$ cat config.mk
export PLATFORM = sky130hd
export DESIGN_NAME = write_buffer
export DESIGN_NICKNAME = d
export VERILOG_FILES = /design/src/rtl/write_buffer.sv
export SDC_FILE = /design/constraint.sdc
export NUM_CORES = 1
export LEC_CHECK = 0
export BUFFER_PORTS_ARGS = -buffer_cell sky130_fd_sc_hd__buf_2
export CAP_MARGIN = 40
export CORE_MARGIN = 2
export CORE_UTILIZATION = 58
export DETAILED_ROUTE_END_ITERATION = 12
export PLACE_DENSITY = 0.88
export SYNTH_ARGS = -nofsm -noshare
export SYNTH_HDL_FRONTEND = slang
export SYNTH_SLANG_ARGS = --single-unit
$ cat constraint.sdc
create_clock -name CLK_48MHZ -period 4 [get_ports CLK_48MHZ]
set_clock_uncertainty 0.2 [all_clocks]
set_input_delay 0.4 -clock CLK_48MHZ [delete_from_list [all_inputs] [get_ports CLK_48MHZ]]
set_output_delay 0.4 -clock CLK_48MHZ [all_outputs]
set_load 0.005 [all_outputs]
$ cat src/rtl/write_buffer.sv
// write_buffer: packs an acquisition byte stream into 16-bit little-endian
// words, queues them in a small word FIFO and writes them to external memory
// over a command/acknowledge handshake, counting completed rows for the
// downstream read stage.
module write_buffer #(
  parameter int FIFO_DEPTH    = 8,
  parameter int WORDS_PER_ROW = 256,
  parameter int COL_BITS      = 8
) (
  input  logic                    CLK_48MHZ,
  input  logic                    RESET,
  input  logic [7:0]              BYTE_IN,
  input  logic                    BYTE_VALID,
  input  logic                    FLUSH,
  input  logic                    MEM_ACK,
  output logic                    WRITE_CMD,
  output logic [15:0]             DATA_WRITE,
  output logic [13+COL_BITS-1:0]  WRITE_ADDR,
  output logic [12:0]             ROW_WRITE,
  output logic                    OVERFLOW
);

  localparam int                 PTR_W      = $clog2(FIFO_DEPTH);
  localparam logic [PTR_W:0]     C_FULL     = (PTR_W+1)'(FIFO_DEPTH);
  localparam logic [COL_BITS-1:0] C_LAST_COL = COL_BITS'(WORDS_PER_ROW - 1);
  localparam logic [12:0]        C_ROW_MAX  = 13'h1FFF;

  typedef enum logic [1:0] {
    ST_IDLE  = 2'd0,
    ST_ISSUE = 2'd1,
    ST_GAP   = 2'd2
  } state_t;

  // byte packing
  logic                r_phase;
  logic [7:0]          r_held;
  logic                w_phase_nxt;
  logic [7:0]          w_held_nxt;
  logic                w_push;
  logic [15:0]         w_push_data;

  // word FIFO
  logic [15:0]         r_mem [FIFO_DEPTH];
  logic [PTR_W-1:0]    r_wr_ptr;
  logic [PTR_W-1:0]    r_rd_ptr;
  logic [PTR_W:0]      r_count;
  logic                r_overflow;
  logic                w_full;
  logic                w_empty;
  logic                w_pop;
  logic                w_push_ok;
  logic                w_drop;

  // write FSM and memory-side registers
  state_t              r_state;
  state_t              w_state_nxt;
  logic                r_write_cmd;
  logic [15:0]         r_data_write;
  logic [13+COL_BITS-1:0] r_write_addr;
  logic [COL_BITS-1:0] r_col;
  logic [12:0]         r_row;
  logic                w_cmd_nxt;
  logic [15:0]         w_data_nxt;
  logic [13+COL_BITS-1:0] w_addr_nxt;
  logic [COL_BITS-1:0] w_col_nxt;
  logic [12:0]         w_row_nxt;

  // Pair bytes low-first; a same-cycle FLUSH pads a freshly started pair
  always_comb begin
    w_push      = 1'b0;
    w_push_data = 16'h0000;
    w_phase_nxt = r_phase;
    w_held_nxt  = r_held;
    if (BYTE_VALID) begin
      if (r_phase) begin
        w_push      = 1'b1;
        w_push_data = {BYTE_IN, r_held};
        w_phase_nxt = 1'b0;
      end else begin
        w_held_nxt = BYTE_IN;
        if (FLUSH) begin
          w_push      = 1'b1;
          w_push_data = {8'h00, BYTE_IN};
          w_phase_nxt = 1'b0;
        end else begin
          w_phase_nxt = 1'b1;
        end
      end
    end else if (FLUSH && r_phase) begin
      w_push      = 1'b1;
      w_push_data = {8'h00, r_held};
      w_phase_nxt = 1'b0;
    end else begin
      w_phase_nxt = r_phase;
    end
  end

  // Holding register and byte-phase flag
  always_ff @(posedge CLK_48MHZ or negedge RESET) begin
    if (!RESET) begin
      r_phase <= 1'b0;
      r_held  <= 8'h00;
    end else begin
      r_phase <= w_phase_nxt;
      r_held  <= w_held_nxt;
    end
  end

  // FIFO status; a pop on the same edge frees the slot for a push when full
  always_comb begin
    w_full    = (r_count == C_FULL);
    w_empty   = (r_count == {(PTR_W+1){1'b0}});
    w_pop     = (r_state == ST_ISSUE) && MEM_ACK;
    w_push_ok = w_push && (!w_full || w_pop);
    w_drop    = w_push && w_full && !w_pop;
  end

  // FIFO storage, pointers, occupancy and sticky overflow
  always_ff @(posedge CLK_48MHZ or negedge RESET) begin
    if (!RESET) begin
      for (int i = 0; i < FIFO_DEPTH; i++) begin
        r_mem[i] <= 16'h0000;
      end
      r_wr_ptr   <= {PTR_W{1'b0}};
      r_rd_ptr   <= {PTR_W{1'b0}};
      r_count    <= {(PTR_W+1){1'b0}};
      r_overflow <= 1'b0;
    end else begin
      if (w_push_ok) begin
        r_mem[r_wr_ptr] <= w_push_data;
        r_wr_ptr        <= r_wr_ptr + PTR_W'(1'b1);
      end
      if (w_pop) begin
        r_rd_ptr <= r_rd_ptr + PTR_W'(1'b1);
      end
      case ({w_push_ok, w_pop})
        2'b10:   r_count <= r_count + (PTR_W+1)'(1'b1);
        2'b01:   r_count <= r_count - (PTR_W+1)'(1'b1);
        default: r_count <= r_count;
      endcase
      if (w_drop) begin
        r_overflow <= 1'b1;
      end
    end
  end

  // Write FSM next state and next values of the memory-side registers
  always_comb begin
    w_state_nxt = r_state;
    w_cmd_nxt   = r_write_cmd;
    w_data_nxt  = r_data_write;
    w_addr_nxt  = r_write_addr;
    w_col_nxt   = r_col;
    w_row_nxt   = r_row;
    case (r_state)
      ST_IDLE: begin
        if (!w_empty) begin
          w_state_nxt = ST_ISSUE;
          w_cmd_nxt   = 1'b1;
          w_data_nxt  = r_mem[r_rd_ptr];
          w_addr_nxt  = {r_row, r_col};
        end else begin
          w_state_nxt = ST_IDLE;
        end
      end
      ST_ISSUE: begin
        if (MEM_ACK) begin
          w_state_nxt = ST_GAP;
          w_cmd_nxt   = 1'b0;
          w_col_nxt   = r_col + COL_BITS'(1'b1);
          // row stops at its maximum; columns keep wrapping within it
          if ((r_col == C_LAST_COL) && (r_row != C_ROW_MAX)) begin
            w_row_nxt = r_row + 13'd1;
          end else begin
            w_row_nxt = r_row;
          end
        end else begin
          w_state_nxt = ST_ISSUE;
        end
      end
      ST_GAP: begin
        w_state_nxt = ST_IDLE;
      end
      default: begin
        w_state_nxt = ST_IDLE;
        w_cmd_nxt   = 1'b0;
      end
    endcase
  end

  // Write FSM state register
  always_ff @(posedge CLK_48MHZ or negedge RESET) begin
    if (!RESET) begin
      r_state <= ST_IDLE;
    end else begin
      r_state <= w_state_nxt;
    end
  end

  // Registered command, data, address, column and row count
  always_ff @(posedge CLK_48MHZ or negedge RESET) begin
    if (!RESET) begin
      r_write_cmd  <= 1'b0;
      r_data_write <= 16'h0000;
      r_write_addr <= {(13+COL_BITS){1'b0}};
      r_col        <= {COL_BITS{1'b0}};
      r_row        <= 13'd0;
    end else begin
      r_write_cmd  <= w_cmd_nxt;
      r_data_write <= w_data_nxt;
      r_write_addr <= w_addr_nxt;
      r_col        <= w_col_nxt;
      r_row        <= w_row_nxt;
    end
  end

  assign WRITE_CMD  = r_write_cmd;
  assign DATA_WRITE = r_data_write;
  assign WRITE_ADDR = r_write_addr;
  assign ROW_WRITE  = r_row;
  assign OVERFLOW   = r_overflow;

endmodule

# [After elaboration in Yosys (flattened, before gate mapping)]
# Cells that the tools add are included.
[totals] regBits=209 inputBits=13 output_inout_bits=52 elab_cells=87
[classes] n_addsub=6 n_lt_le_gt_ge=3 n_eq_ne=9 mux=25 n_bitwise=5 reduce_logical=19
[op_table] cell="$bwmux 128" n=1
[op_table] cell="$mux 16" n=5
[op_table] cell="$bmux 16 s3" n=1
[op_table] cell="$demux 16 s3" n=1
[op_table] cell="$mux 8" n=2
[op_table] cell="$add 13x1->13 const B" n=1
[op_table] cell="$ne 13x13->1 const B" n=1
[op_table] cell="$mux 1" n=11
[op_table] cell="$add 8x1->8 const B" n=1
[op_table] cell="$eq 8x8->1 const B" n=1
[op_table] cell="$ge 4x4->1 const B" n=2
[op_table] cell="$not 3->4" n=2
[op_table] cell="$pmux 4 s2" n=1
[op_table] cell="$logic_and 1x1->1" n=7
[op_table] cell="$add 3x1->3 const B" n=2
[op_table] cell="$reduce_and 2->1" n=3
[op_table] cell="$reduce_and 3->1" n=2
[op_table] cell="$add 4x1->4 const B" n=1
[op_table] cell="$eq 2x1->1 const B" n=2
[op_table] cell="$eq 2x2->1 const B" n=2
[op_table] cell="$eq 4x4->1 const B" n=1
[op_table] cell="$logic_not 4->1" n=1
[op_table] cell="$lt 4x1->1 const B" n=1
[op_table] cell="$ne 2x2->1 const B" n=2
[op_table] cell="other kinds (9)" n=13

# [Depth between registers and ports, before layout]
[depth] depth_word=6 ltp_mapped=11 depth_no_buf=10

# [Worst setup path after synthesis]
# No wires, ideal clock.
[synth_path] path_type="reg2reg" startpoint="reg r_count[1]" endpoint="reg r_count[2]" setup_ps=126 arrival_time_ps=2318 required_time_ps=3674 slack_ps=1357 path_stages_with_launch=12 path_buffers=2 period_less_slack_ps=2643 cell_sequence="dfrtp_1 -> buf_2 -> or4b_4 -> buf_6 -> o21ai_2 -> ha_1 -> xor2_1 -> ha_1 -> a21oi_1 -> xor2_1 -> nor2_1 -> xor2_1"
[synth_between] elab_chain_cells=6 elab_cells_between_ends=10 classes_between="add/sub (2); eq/ne (3); mux (1); reduce/logical (4)"
[synth_lines] element="from (decl)" line="46" rtl="logic [PTR_W:0] r_count;"
[synth_lines] element="from (signal assigned)" line="126" rtl="r_count <= {(PTR_W+1){1'b0}};"
[synth_lines] element="from (signal assigned)" line="137" rtl="2'b10: r_count <= r_count + (PTR_W+1)'(1'b1);"
[synth_lines] element="from (signal assigned)" line="138" rtl="2'b01: r_count <= r_count - (PTR_W+1)'(1'b1);"
[synth_lines] element="$eq 4x4->1" line="111" rtl="w_full = (r_count == C_FULL);"
[synth_lines] element="$logic_not 1->1" line="114" rtl="w_push_ok = w_push && (!w_full || w_pop);"
[synth_lines] element="$logic_or 1x1->1" line="114"
[synth_lines] element="$logic_and 1x1->1" line="114"
[synth_lines] element="$eq 2x1->1 / $eq 2x2->1 (equally long branches)" line="136" rtl="case ({w_push_ok, w_pop})"
[synth_lines] element="$pmux 4 s2 / $reduce_bool 2->1 (equally long branches)"
# Parallel ways exist; a longest one is shown, timed or not.
# A chain may end at the register's enable or synchronous reset.

# [Worst setup path in the final report]
# Ends and elaborated chain as after synthesis.

==> reports/qor.csv <==
stage,metric,value,unit
global_route,initial antenna violation count,0,
worst_setup_path,crit-path most repeated cell,xor2_1,
worst_setup_path,worst r2r dst,r_count[2],
routing,# DRC,0,
flow_run,Max-Cap Viols,0,
routing,DRT antenna net count,0,
routing,Routed WL per cell,18.7,um
clock_network,CTS tree,yes,
pwr,pwr/cell area,699,nW/um2
die,die footprint,16500,um2
cells_and_area,"Core Util, Final",67.9,%
worst_setup_path,R2R setup slack,1.16,ns
worst_setup_path,required time worst endpoint,4.16,ns
logic_synthesis,Synth top area share,58.2,%
logic_synthesis,cell accounting for the most synthesized area,dfrtp_1,
routing,Via Count,6272,
die,I/O pin count,65,
logic_synthesis,part of the Yosys area used for sequential elements,58.2,%
logic_synthesis,Yosys cell types,47,
routing,drt pass-1 iters,5,
routing,Vias/cell,6.02,
timing,period utilisation layout,71.1,%
die,die height,129,um
routing,Routed Wire Length,19500,um
worst_setup_path,"slowest stage cell, crit path",or4b_4,
timing,min cycle time layout,2.84,ns
clock_network,CTS resizes,0,
logic_synthesis,main flop type after synthesis,dfrtp_1,
cells_and_area,Reg area,5230,um2
clock_network,CTS Buf Count,21,
global_route,largest net degree at the start of global routing,66,
die,CORE AREA,15200,um2
cells_and_area,Final Cell Area,10300,um2
timing,setup TNS,0,ns
clock_network,root buf cell,clkbuf_16,
logic_synthesis,largest cells by area after synthesis,"dfrtp_1 (58%), mux4_2 (8.0%), nand2_1 (7.1%), o21ai_0 (5.1%), o21ai_1 (3.2%)",
logic_synthesis,Synth Net Count,795,
logic_synthesis,most frequent cell after synthesis,dfrtp_1,
logic_synthesis,ys async rst share,100,%
die,Initial Util,59.2,%
placement,pre-CTS worst setup slack,1.22,ns
cells_and_area,Nets,860,
global_route,number of global-route vias before repair,6432,
timing,Peak Freq,0.352,GHz
pwr,Max IR drop VDD,321,uV
logic_synthesis,#FFs+latches synth,209,
logic_synthesis,Avg Inst Size Synth,11.6,um2
global_route,total global routing overflow,0,
cells_and_area,Ant. Diodes,0,
placement,routability cong.,0.785,
min_path,Tightest Hold Check Type,input pin to flop,
logic_synthesis,Syn Inst Count,775,
clock_network,Post-CTS Setup Repair Bufs,0,
logic_synthesis,area of the mapped netlist,8990,um2
cells_and_area,area of the multi-input gates,3530,um2
min_path,WHS Path Cells,2,
placement,Placed Cells,996,
worst_setup_path,RR Startpoint,r_count[1],
timing,hold slack,0.0161,ns
worst_setup_path,Startpoint Class,flop,
logic_synthesis,Syn. warnings,0,
clock_network,H-Tree Depth,1,
placement,port bufs,64,
placement,placed cell area,9510,um2
worst_setup_path,worst-path maximum fanout,11,
worst_setup_path,CP Class,flop to flop,
timing,Slew Limit Headroom,41.9,%
cells_and_area,Area Overhead vs Synth,14.7,%
clock_network,CTS Sinks,209,
outcome,run status,"complete, no violations",
global_route,gr usage total,24.7,%
timing,Final Hold Viols,0,
min_path,hold_sp,BYTE_IN[0],
cells_and_area,Fillers,1026,
timing,Setup WS post-layout,1.16,ns
worst_setup_path,cells on worst reg2reg path,9,
logic_synthesis,"EDFF count, synth",0,
clock_network,CTS Buffer Depth,3,
clock_network,hold buffers post-CTS,9,
cells_and_area,layout cells sized above 1,21.3,%
clock_network,clock slew at reported path FFs,0.06,ns
pwr,LEAKAGE,4.77,nW
timing,endpoints failing setup,0,
worst_setup_path,Worst EP arrival,3.00,ns
worst_setup_path,crit path capture type,flop,
global_route,first-pass GRT wire length,32400,um
worst_setup_path,crit path from,r_count[1],
routing,DRT iter0 DRCs,568,
die,Row Count,45,
clock_network,worst-skew pair later-pin latency,0.49,ns
worst_setup_path,critical-path cell list,or4b_4 > o21ai_2 > ha_1 > xor2_1 > ha_1 > a21oi_1 > xor2_1 > nor2_1 > xor2_1,
timing,Worst Tran Pin Value,0.864,ns
pwr,Total Power,7.21,mW
logic_synthesis,Synth top cells by count,"dfrtp_1 (209), nand2_1 (170), o21ai_0 (91)",
timing,"Slew Viols, Final",0,
worst_setup_path,CP peak stage delay,0.66,ns
worst_setup_path,Critical Path End,r_count[2],
placement,HPWL Detailed,12400,um
die,Die X,129,um
cells_and_area,final std cells w/o fill,1042,
timing,RSZ-0062 raised after global routing,no,
-- where the power goes --
part / switching (mW) / internal, mW
Clock: 0.796 / 1.23
Sequential: 0.493 / 2.72
Combinational: 1.04 / 0.932
Total: 2.33 / 4.88
-- worst min-delay path by stage --
stage                               end  slack [ns]
after global routing          r_held[1]        0.02
after global placement        r_mem[95]        0.26
after floorplan           DATA_WRITE[0]        -0.1
after detailed placement  WRITE_ADDR[6]        0.18
final                         r_held[0]        0.02
after CTS                     r_held[0]       0.009
-- area by class of cell --
type	count	share of cell area (%)
Clock inverter	9	1.19
Clock buffer	28	5.74
Timing Repair Buffer	91	5.76
Inverter	4	0.146
Tap cell	188	2.28
Multi-Input combinational cell	513	34.2
Sequential cell	209	50.7
-- cells in the final DEF (no fill, tap or decap), types with 4 or more instances in the layout --
cell type      Yosys  final
nor3_1             4      4
o21ai_1           58     58
buf_2             32     63
mux2_1            11     11
clkbuf_16          0     21
xnor2_1           16     16
nor2_1             8      8
clkbuf_8           0      5
mux2_2            19     19
nand2_1          170    170
mux4_2            32     32
buf_4              1     16
nand4_1            7      7
xor2_1            11     11
nor4_1             5      5
o21ai_0           91     91
ha_1               7      7
o211ai_2           5      5
mux2i_1           16     16
clkinv_2           0      5
dfrtp_1          209    208
nand3_1            8      8
a21oi_1            4      4
a22oi_1            8      8
nor3b_1            4      4
dlygate4sd3_1      0      9
-- metal layers --
| layer | share of wire [%] | vias up | global-route usage (%) |
|---|---|---|---|
| met5 | 0 | - | 0 |
| met4 | 2.5 | 0 | 9.46 |
| met3 | 7.2 | 48 | 4.99 |
| met2 | 48 | 262 | 39.8 |
| met1 | 42 | 3105 | 33.8 |
| li1 | - | 2857 | - |
-- sequential cells by signal, indices dropped and copies added, names as in the netlist --
signal	count
DATA_WRITE	16
OVERFLOW	1
ROW_WRITE	13
WRITE_ADDR	21
WRITE_CMD	1
r_col	8
r_count	4
r_held	8
r_mem	128
r_phase	1
r_rd_ptr	3
r_state	2
r_wr_ptr	3
-- kinds of logic after synthesis --
logic type | share of synthesized area [%]
AO/OA/AOI/OAI | 10.9
XOR/XNOR | 2.63
adder cells (fa/ha/maj) | 1.09
buffers and inverters | 2.78
flip-flops | 58.2
multiplexers | 13.6
AND/OR/NAND/NOR | 10.9
-- worst max-delay path: cells and delay by family, from the launching register on --
family	cells	cell delay, ns
flip-flops	1	0.46
adder cells (fa/ha/maj)	2	0.50
AND/OR/NAND/NOR	2	0.72
AO/OA/AOI/OAI	2	0.43
XOR/XNOR	3	0.41
No activity file was read; power rests on OpenSTA's default activity.
